$ cat config.mk
export PLATFORM = sky130hd
export DESIGN_NAME = wts_ram_ctrl_flat
export DESIGN_NICKNAME = d
export VERILOG_FILES = /design/src/rtl/wts_pkg.sv /design/src/rtl/wts_ram_ctrl_if.sv /design/src/rtl/wts_ram_rdpipe.sv /design/src/rtl/wts_ram_ctrl.sv /design/src/flat_wrapper.sv
export SDC_FILE = /design/constraint.sdc
export NUM_CORES = 1
export LEC_CHECK = 0
export ABC_AREA = 1
export CAP_MARGIN = 20
export CORE_UTILIZATION = 26
export CTS_BUF_LIST = sky130_fd_sc_hd__clkbuf_4 sky130_fd_sc_hd__clkbuf_8
export DETAILED_ROUTE_END_ITERATION = 6
export GPL_TIMING_DRIVEN = 0
export SLEW_MARGIN = 25
export SYNTH_ARGS = -nofsm -noshare
export SYNTH_HDL_FRONTEND = slang
export SYNTH_HIERARCHICAL = 1
export SYNTH_SLANG_ARGS = --single-unit
$ cat constraint.sdc
create_clock -name clk -period 1.6 [get_ports clk]
set_input_delay 0.16 -clock clk [delete_from_list [all_inputs] [get_ports clk]]
set_output_delay 0.16 -clock clk [all_outputs]
set_load 0.005 [all_outputs]
$ cat src/rtl/wts_pkg.sv
`default_nettype none
// +-----------------------------------------------------------------+
// | wts_pkg : shared constants and types for the wavetable RAM      |
// | Rev 1.0                                                         |
// +-----------------------------------------------------------------+
package wts_pkg;

   localparam int WTS_CH_NUM    = 12;
   localparam int WTS_WAVE_LEN  = 32;
   localparam int WTS_RAM_WORDS = WTS_CH_NUM * WTS_WAVE_LEN;

   typedef logic [8:0] wts_addr_t;
   typedef logic [7:0] wts_data_t;

   typedef enum logic [0:0] {
      DST_CPU = 1'b0,
      DST_SND = 1'b1
   } wts_dst_e;

   typedef enum logic [1:0] {
      GNT_NONE = 2'd0,
      GNT_SND  = 2'd1,
      GNT_CPU  = 2'd2
   } wts_gnt_e;

   // Wave length is 32, so ch*32 + idx is simply the concatenation.
   function automatic wts_addr_t snd_addr(input logic [3:0] ch, input logic [4:0] idx);
      return {ch, idx};
   endfunction

endpackage
`default_nettype wire

$ cat src/rtl/wts_ram_ctrl_if.sv
`default_nettype none
// +-----------------------------------------------------------------+
// | wts_ram_ctrl_if : CPU, tone-generator and SRAM port bundle      |
// | Rev 1.0                                                         |
// +-----------------------------------------------------------------+
interface wts_ram_ctrl_if;
   import wts_pkg::*;

   logic       cpu_req;
   logic       cpu_wr;
   wts_addr_t  cpu_a;
   wts_data_t  cpu_d;
   logic       cpu_ack;
   wts_data_t  cpu_q;
   logic       cpu_q_valid;

   logic       snd_req;
   logic [3:0] snd_ch;
   logic [4:0] snd_idx;
   logic       snd_ack;
   wts_data_t  snd_q;
   logic       snd_q_valid;

   logic       sram_we;
   wts_addr_t  sram_a;
   wts_data_t  sram_d;
   wts_data_t  sram_q;

   modport slave (
      input  cpu_req, cpu_wr, cpu_a, cpu_d, snd_req, snd_ch, snd_idx, sram_q,
      output cpu_ack, cpu_q, cpu_q_valid, snd_ack, snd_q, snd_q_valid,
             sram_we, sram_a, sram_d
   );

   modport master (
      output cpu_req, cpu_wr, cpu_a, cpu_d, snd_req, snd_ch, snd_idx, sram_q,
      input  cpu_ack, cpu_q, cpu_q_valid, snd_ack, snd_q, snd_q_valid,
             sram_we, sram_a, sram_d
   );

endinterface
`default_nettype wire

$ cat src/rtl/wts_ram_rdpipe.sv
`default_nettype none
// +-----------------------------------------------------------------+
// | wts_ram_rdpipe : two-stage read return path and data capture    |
// | Rev 1.0                                                         |
// +-----------------------------------------------------------------+
module wts_ram_rdpipe
   import wts_pkg::*;
(
   input  wire logic      clk,
   input  wire logic      nreset,
   input  wire logic      issue_vld,
   input  wire wts_dst_e  issue_dst,
   input  wire logic      issue_oor,
   input  wire wts_data_t sram_q,
   output wts_data_t      cpu_q,
   output logic           cpu_q_valid,
   output wts_data_t      snd_q,
   output logic           snd_q_valid
);

   logic     r_vld1, r_vld2;
   wts_dst_e r_dst1, r_dst2;
   logic     r_oor1, r_oor2;

   // Stage 2 lines up with sram_q carrying the data for its address.
   always_ff @(posedge clk) begin
      if (!nreset) begin
         r_vld1      <= 1'b0;
         r_vld2      <= 1'b0;
         r_dst1      <= DST_CPU;
         r_dst2      <= DST_CPU;
         r_oor1      <= 1'b0;
         r_oor2      <= 1'b0;
         cpu_q       <= '0;
         snd_q       <= '0;
         cpu_q_valid <= 1'b0;
         snd_q_valid <= 1'b0;
      end else begin
         r_vld1      <= issue_vld;
         r_dst1      <= issue_dst;
         r_oor1      <= issue_oor;
         r_vld2      <= r_vld1;
         r_dst2      <= r_dst1;
         r_oor2      <= r_oor1;
         cpu_q_valid <= r_vld2 && (r_dst2 == DST_CPU);
         snd_q_valid <= r_vld2 && (r_dst2 == DST_SND);
         if (r_vld2 && (r_dst2 == DST_CPU)) begin
            cpu_q <= r_oor2 ? 8'hFF : sram_q;
         end
         if (r_vld2 && (r_dst2 == DST_SND)) begin
            snd_q <= r_oor2 ? 8'h00 : sram_q;
         end
      end
   end

endmodule
`default_nettype wire

$ cat src/rtl/wts_ram_ctrl.sv
`default_nettype none
// +-----------------------------------------------------------------+
// | wts_ram_ctrl : CPU / tone-generator arbiter for the wavetable RAM|
// | Rev 1.0                                                         |
// +-----------------------------------------------------------------+
module wts_ram_ctrl
   import wts_pkg::*;
#(
   parameter int RAM_WORDS     = WTS_RAM_WORDS,
   parameter int SND_BURST_MAX = 2
) (
   input  wire logic      clk,
   input  wire logic      nreset,
   wts_ram_ctrl_if.slave  bus
);

   localparam int               c_CNT_W     = (SND_BURST_MAX < 1) ? 1 : $clog2(SND_BURST_MAX + 1);
   localparam logic [c_CNT_W-1:0] c_BURST_MAX = c_CNT_W'(SND_BURST_MAX);
   localparam logic [9:0]       c_RAM_LIMIT = 10'(RAM_WORDS);
   localparam logic [3:0]       c_CH_NUM    = 4'(WTS_CH_NUM);

   logic               r_cpu_ack;
   logic               r_snd_ack;
   logic               r_we;
   wts_addr_t          r_a;
   wts_data_t          r_d;
   logic [c_CNT_W-1:0] r_burst;

   wts_gnt_e  w_gnt;
   logic      w_cpu_turn;
   logic      w_cpu_oor;
   logic      w_snd_oor;
   wts_addr_t w_snd_a;
   logic      w_issue_vld;
   wts_dst_e  w_issue_dst;
   logic      w_issue_oor;

   // Sound owns the slot unless the CPU has already waited out a full burst.
   // A requester whose ack is high this cycle is not eligible again yet.
   always_comb begin
      w_gnt       = GNT_NONE;
      w_cpu_turn  = bus.cpu_req && (r_burst == c_BURST_MAX);
      w_cpu_oor   = ({1'b0, bus.cpu_a} >= c_RAM_LIMIT);
      w_snd_oor   = (bus.snd_ch >= c_CH_NUM);
      w_snd_a     = snd_addr(bus.snd_ch, bus.snd_idx);
      if (bus.snd_req && !w_cpu_turn) begin
         if (!r_snd_ack) begin
            w_gnt = GNT_SND;
         end
      end else if (bus.cpu_req && !r_cpu_ack) begin
         w_gnt = GNT_CPU;
      end
      w_issue_vld = (w_gnt == GNT_SND) || ((w_gnt == GNT_CPU) && !bus.cpu_wr);
      w_issue_dst = (w_gnt == GNT_SND) ? DST_SND : DST_CPU;
      w_issue_oor = (w_gnt == GNT_SND) ? w_snd_oor : w_cpu_oor;
   end

   always_ff @(posedge clk) begin
      if (!nreset) begin
         r_cpu_ack <= 1'b0;
         r_snd_ack <= 1'b0;
         r_we      <= 1'b0;
         r_a       <= '0;
         r_d       <= '0;
         r_burst   <= '0;
      end else begin
         r_cpu_ack <= (w_gnt == GNT_CPU);
         r_snd_ack <= (w_gnt == GNT_SND);
         r_we      <= (w_gnt == GNT_CPU) && bus.cpu_wr && !w_cpu_oor;
         if (w_gnt == GNT_CPU) begin
            r_a <= bus.cpu_a;
            r_d <= bus.cpu_d;
         end else if (w_gnt == GNT_SND) begin
            r_a <= w_snd_a;
         end
         if (!bus.cpu_req || (w_gnt == GNT_CPU)) begin
            r_burst <= '0;
         end else if (w_gnt == GNT_SND) begin
            r_burst <= r_burst + 1'b1;
         end
      end
   end

   assign bus.cpu_ack = r_cpu_ack;
   assign bus.snd_ack = r_snd_ack;
   assign bus.sram_we = r_we;
   assign bus.sram_a  = r_a;
   assign bus.sram_d  = r_d;

   wts_ram_rdpipe u_rdpipe (
      .clk         (clk),
      .nreset      (nreset),
      .issue_vld   (w_issue_vld),
      .issue_dst   (w_issue_dst),
      .issue_oor   (w_issue_oor),
      .sram_q      (bus.sram_q),
      .cpu_q       (bus.cpu_q),
      .cpu_q_valid (bus.cpu_q_valid),
      .snd_q       (bus.snd_q),
      .snd_q_valid (bus.snd_q_valid)
   );

endmodule
`default_nettype wire

$ cat src/flat_wrapper.sv
// flat-port wrapper written by rule: the top's interface ports become plain ports
module wts_ram_ctrl_flat import wts_pkg::*;
#(
   parameter int RAM_WORDS     = WTS_RAM_WORDS,
   parameter int SND_BURST_MAX = 2
)
  (clk, nreset, bus_cpu_req, bus_cpu_wr, bus_cpu_a, bus_cpu_d, bus_snd_req, bus_snd_ch, bus_snd_idx, bus_sram_q, bus_cpu_ack, bus_cpu_q, bus_cpu_q_valid, bus_snd_ack, bus_snd_q, bus_snd_q_valid, bus_sram_we, bus_sram_a, bus_sram_d);
  wts_ram_ctrl_if bus_i ();
  input  wire logic clk;
  input  wire logic nreset;
  input wire logic [$bits(bus_i.cpu_req)-1:0] bus_cpu_req;
  input wire logic [$bits(bus_i.cpu_wr)-1:0] bus_cpu_wr;
  input wire logic [$bits(bus_i.cpu_a)-1:0] bus_cpu_a;
  input wire logic [$bits(bus_i.cpu_d)-1:0] bus_cpu_d;
  input wire logic [$bits(bus_i.snd_req)-1:0] bus_snd_req;
  input wire logic [$bits(bus_i.snd_ch)-1:0] bus_snd_ch;
  input wire logic [$bits(bus_i.snd_idx)-1:0] bus_snd_idx;
  input wire logic [$bits(bus_i.sram_q)-1:0] bus_sram_q;
  output wire logic [$bits(bus_i.cpu_ack)-1:0] bus_cpu_ack;
  output wire logic [$bits(bus_i.cpu_q)-1:0] bus_cpu_q;
  output wire logic [$bits(bus_i.cpu_q_valid)-1:0] bus_cpu_q_valid;
  output wire logic [$bits(bus_i.snd_ack)-1:0] bus_snd_ack;
  output wire logic [$bits(bus_i.snd_q)-1:0] bus_snd_q;
  output wire logic [$bits(bus_i.snd_q_valid)-1:0] bus_snd_q_valid;
  output wire logic [$bits(bus_i.sram_we)-1:0] bus_sram_we;
  output wire logic [$bits(bus_i.sram_a)-1:0] bus_sram_a;
  output wire logic [$bits(bus_i.sram_d)-1:0] bus_sram_d;
  assign bus_i.cpu_req = bus_cpu_req;
  assign bus_i.cpu_wr = bus_cpu_wr;
  assign bus_i.cpu_a = bus_cpu_a;
  assign bus_i.cpu_d = bus_cpu_d;
  assign bus_i.snd_req = bus_snd_req;
  assign bus_i.snd_ch = bus_snd_ch;
  assign bus_i.snd_idx = bus_snd_idx;
  assign bus_i.sram_q = bus_sram_q;
  assign bus_cpu_ack = bus_i.cpu_ack;
  assign bus_cpu_q = bus_i.cpu_q;
  assign bus_cpu_q_valid = bus_i.cpu_q_valid;
  assign bus_snd_ack = bus_i.snd_ack;
  assign bus_snd_q = bus_i.snd_q;
  assign bus_snd_q_valid = bus_i.snd_q_valid;
  assign bus_sram_we = bus_i.sram_we;
  assign bus_sram_a = bus_i.sram_a;
  assign bus_sram_d = bus_i.sram_d;
  wts_ram_ctrl #(.RAM_WORDS(RAM_WORDS), .SND_BURST_MAX(SND_BURST_MAX)) u_core (.clk(clk), .nreset(nreset), .bus(bus_i));
endmodule
==> out/metrics.sh <==
OUTCOME='completed'
FIN_CELLS=479
FLOORPLAN.ROWS=32
POST_ROUTE_CELLS_DRIVE_ABOVE_1_SHARE_PCT=9.02
CTS_ROOT_BUF='clkbuf_8'
SYNTH_SEQ_CELLS=46
INSTANCE_COUNT_AFTER_PLACEMENT_WITH_TAP_CELLS_INCLUDED=471
GLOBALPLACE.CONGESTION=0.773
POWER_mW=2.46
DRV_CAP=0
POST-ROUTE-DRC-COUNT=0
ROUTE.VIAS.TOTAL=1920
YOSYS_WARNINGS=6
WORST_PATH_REQUIRED_TIME_PS=1840
WORSTPATHCELLLIST='inv_1, ha_1, nand2_2, nand2_4, nand2_4, buf_12, buf_12, nand3_2, a21oi_2'
LAYOUT.FILLER_CELLS=829
GLOBALROUTETOTALUTIL_PCT=12.0
ANTENNADIODECOUNT=0
REG2REG_SETUP_SLACK_PS=130
PLACE.DETAILED.HPWL_UM=3730
CTSHOLDBUFFERS=0
TIMING.FINAL.MAX_SLEW_VIOLATIONS=0
PLACE.PORT_BUFFERS=76
FIN_HOLD_WS_PS=414
ANTENNA_FOUND_INITIAL=0
SETUP_VIOL=0
CTS_SETUP_BUFFERS=0
FIN_SKEW_PS=8.38
GRT_FIRST_PASS_WIRELENGTH_UM=7950
WORST-SLEW-PIN-TRANSITION_PS=360
SYNTH_TOP_AREA_SHARE_PCT=43.7
TIMING.CRITICAL_PATH.FROM_TYPE='register'
DIE_H_UM=92.1
SYNTHESIZED_INSTANCE_COUNT=293
PWR_DENSITY_CELL_nW_PER_UM2=794
YOSYS.AREA.TOP_TYPE='dfxtp_1'
DIEAREA_UM2=8470
YS_TOP_CELLS_BY_AREA='dfxtp_1 44%, nand2_1 15%, nor2_1 9.6%'
CTS_SINKS=46
LAYOUT_OVERHEAD_ON_THE_SYNTHESIZED_AREA_PCT=46.6
WORST-ENDPOINT-ARRIVAL_PS=1700
LARGEST_NET_DEGREE_AT_THE_START_OF_GLOBAL_ROUTING=14
YS_TYPES=27
FIRST_PASS_ITERS=4
MOST-COMMON-LAYOUT-CELLS='85 x nand2_1, 76 x clkdlybuf4s50_1, 54 x nor2_1, 46 x dfxtp_1, 44 x inv_1'
FINALHOLDVIOLATIONS=0
CLOCK_LATENCY_PS=300
MAPPEDNETLISTAREA_UM2=2110
TRITONCTS='built'
MIN-DELAY-PATH-CLASS='register to register'
WORST_SETUP_PATH_END_KIND='register'
CTS-ROOT-TO-SINK-BUFFERS=2
GLOBAL_ROUTE_CONGESTION_OVERFLOW_TOTAL=0
CORE_AREA_UM2=7770
SLOWEST_STAGE='dfxtp_1'
LEAKAGE_DISSIPATION_nW=1.46
HTREE_NUM_LEVELS=2
CLASS_OF_THE_MOST_CRITICAL_SETUP_PATH='register to register'
NUM_IO_PINS=77
CRITICAL_PATH_PEAK_FANOUT=10
AVERAGE_DETAILED_ROUTED_WIRE_LENGTH_PER_INSTANCE_UM=10.4
MIN_PERIOD_OVER_PERIOD_PCT=91.8
SYN_AREA_PER_CELL_UM2=7.20
TNS_PS=0
CTS-RESIZED-GATES=0
DETAIL_ROUTE.VIAS_PER_CELL=4.01
FINAL_NET_COUNT=416
TOTAL_WIRE_LENGTH_UM=4970
NUMBER_OF_GLOBAL_ROUTE_VIAS_BEFORE_REPAIR=1749
DIE_W_UM=92.1
POSTLAYOUTCOREUTIL_PCT=39.8
FIRST_ITER_VIOLATIONS=43
SETUP_REPAIR_AFTER_GLOBAL_ROUTING_MISSED_ITS_MARGIN='no'
WORST_SETUP_HOLD_PATH_CLK_SLEW_PS=90
RELSLEWSLACK_PCT=75.9
CPPEAKSTAGEDELAY_PS=330
ANTENNA_NETS_POST_ROUTE=0
MAX_FREQ_GHz=0.681
WORST_IR_DROP_VDD_uV=311
FINALWORSTPATHREQUIREDPERIOD_PS=1470
YS_SEQ_AREA_SHARE_PCT=43.7
SYN_NETS=333
TRITONCTS.NUM_BUFFERS=5
LAYOUT.CELLS.MOST_COMMON='nand2_1'
FLOORPLAN.INITIALDENSITY_PCT=27.1
## stage by stage
step / instance area [um^2] / worst slack [ps]
floorplan: 2110 / 281
global placement: 3000 / -24.1
detailed placement: 3000 / -47.4
CTS: 3090 / 107
global route: 3090 / 8.43
finish: 3090 / 132
## worst max-delay path: cells and delay by family, from the launching register on
kind,cells,cell delay [ps]
flops,1,330
compound gates,1,110
fa+ha+maj,1,200
simple gates,4,430
buf+inv,3,330
## cells in the mapped netlist
cell type	count
nand2_8	1
inv_2	1
nor2_8	1
nor2_4	1
buf_12	2
inv_1	44
a21oi_1	16
o21ai_0	1
or2_2	1
dfxtp_1	46
nand2_1	85
a21oi_2	2
buf_6	4
buf_4	1
buf_2	3
clkinv_1	1
clkbuf_8	1
nand3b_1	9
nand3b_4	1
nor2_1	54
ha_1	1
nand2_2	3
nand3_1	9
nand2_4	2
nand3_2	1
and3_1	1
o21ai_2	1
## final cells by class
cell class | count | area, um^2 | share of cell area, %
inverters | 46 | 173 | 5.58
clock buffers | 7 | 90.1 | 2.91
clock inverters | 1 | 5.00 | 0.162
plain buffers | 11 | 121 | 3.93
repair buffers | 76 | 761 | 24.6
well taps | 102 | 128 | 4.13
multi-input cells | 190 | 893 | 28.9
flip-flops and latches | 46 | 921 | 29.8
## state kept, by name, summed over array words and instances (netlist names), 2 cells and up
| name | flops |
|---|---|
| u_core/r_burst | 2 |
| u_core/bus.sram_a | 9 |
| u_core/u_rdpipe/snd_q | 8 |
| u_core/u_rdpipe/cpu_q | 8 |
| u_core/bus.sram_d | 8 |
## worst paths after layout
path                                              from                      to  cells past startpoint
worst max-delay path                 u_core/r_burst[0]       u_core/r_burst[0]                      9
worst min register to register  u_core/u_rdpipe/r_dst1  u_core/u_rdpipe/r_dst2                      2
worst min-delay path            u_core/u_rdpipe/r_dst1  u_core/u_rdpipe/r_dst2                      2
worst max register to register       u_core/r_burst[0]       u_core/r_burst[0]                      9
## power by group
part	switching, mW	total [mW]	internal, mW	leakage (nW)
clock network	0.394	0.761	0.366	0.0517
registers	0.0271	1.23	1.20	0.376
logic	0.201	0.466	0.265	1.03
## metal layers
layer	up-vias	part of all wire, %	global-route usage [%]
met1	822	46	13.9
met4	0	1.3	4.30
met3	5	6.5	3.98
met2	55	47	20.4
li1	1038	-	-
met5	-	0	0
## logic make-up (layout without fill, tap and decap cells)
logic type / count (synthesis) / count (layout) / synth area share, %
AOI/OAI and AO/OA: 20 / 20 / 5.28
and+or+nand+nor: 169 / 169 / 36.5
buffers and inverters: 57 / 141 / 13.9
adders and majority gates: 1 / 1 / 0.593
DFF: 46 / 46 / 43.7
Note: power is estimated with default switching activity, not from simulation.
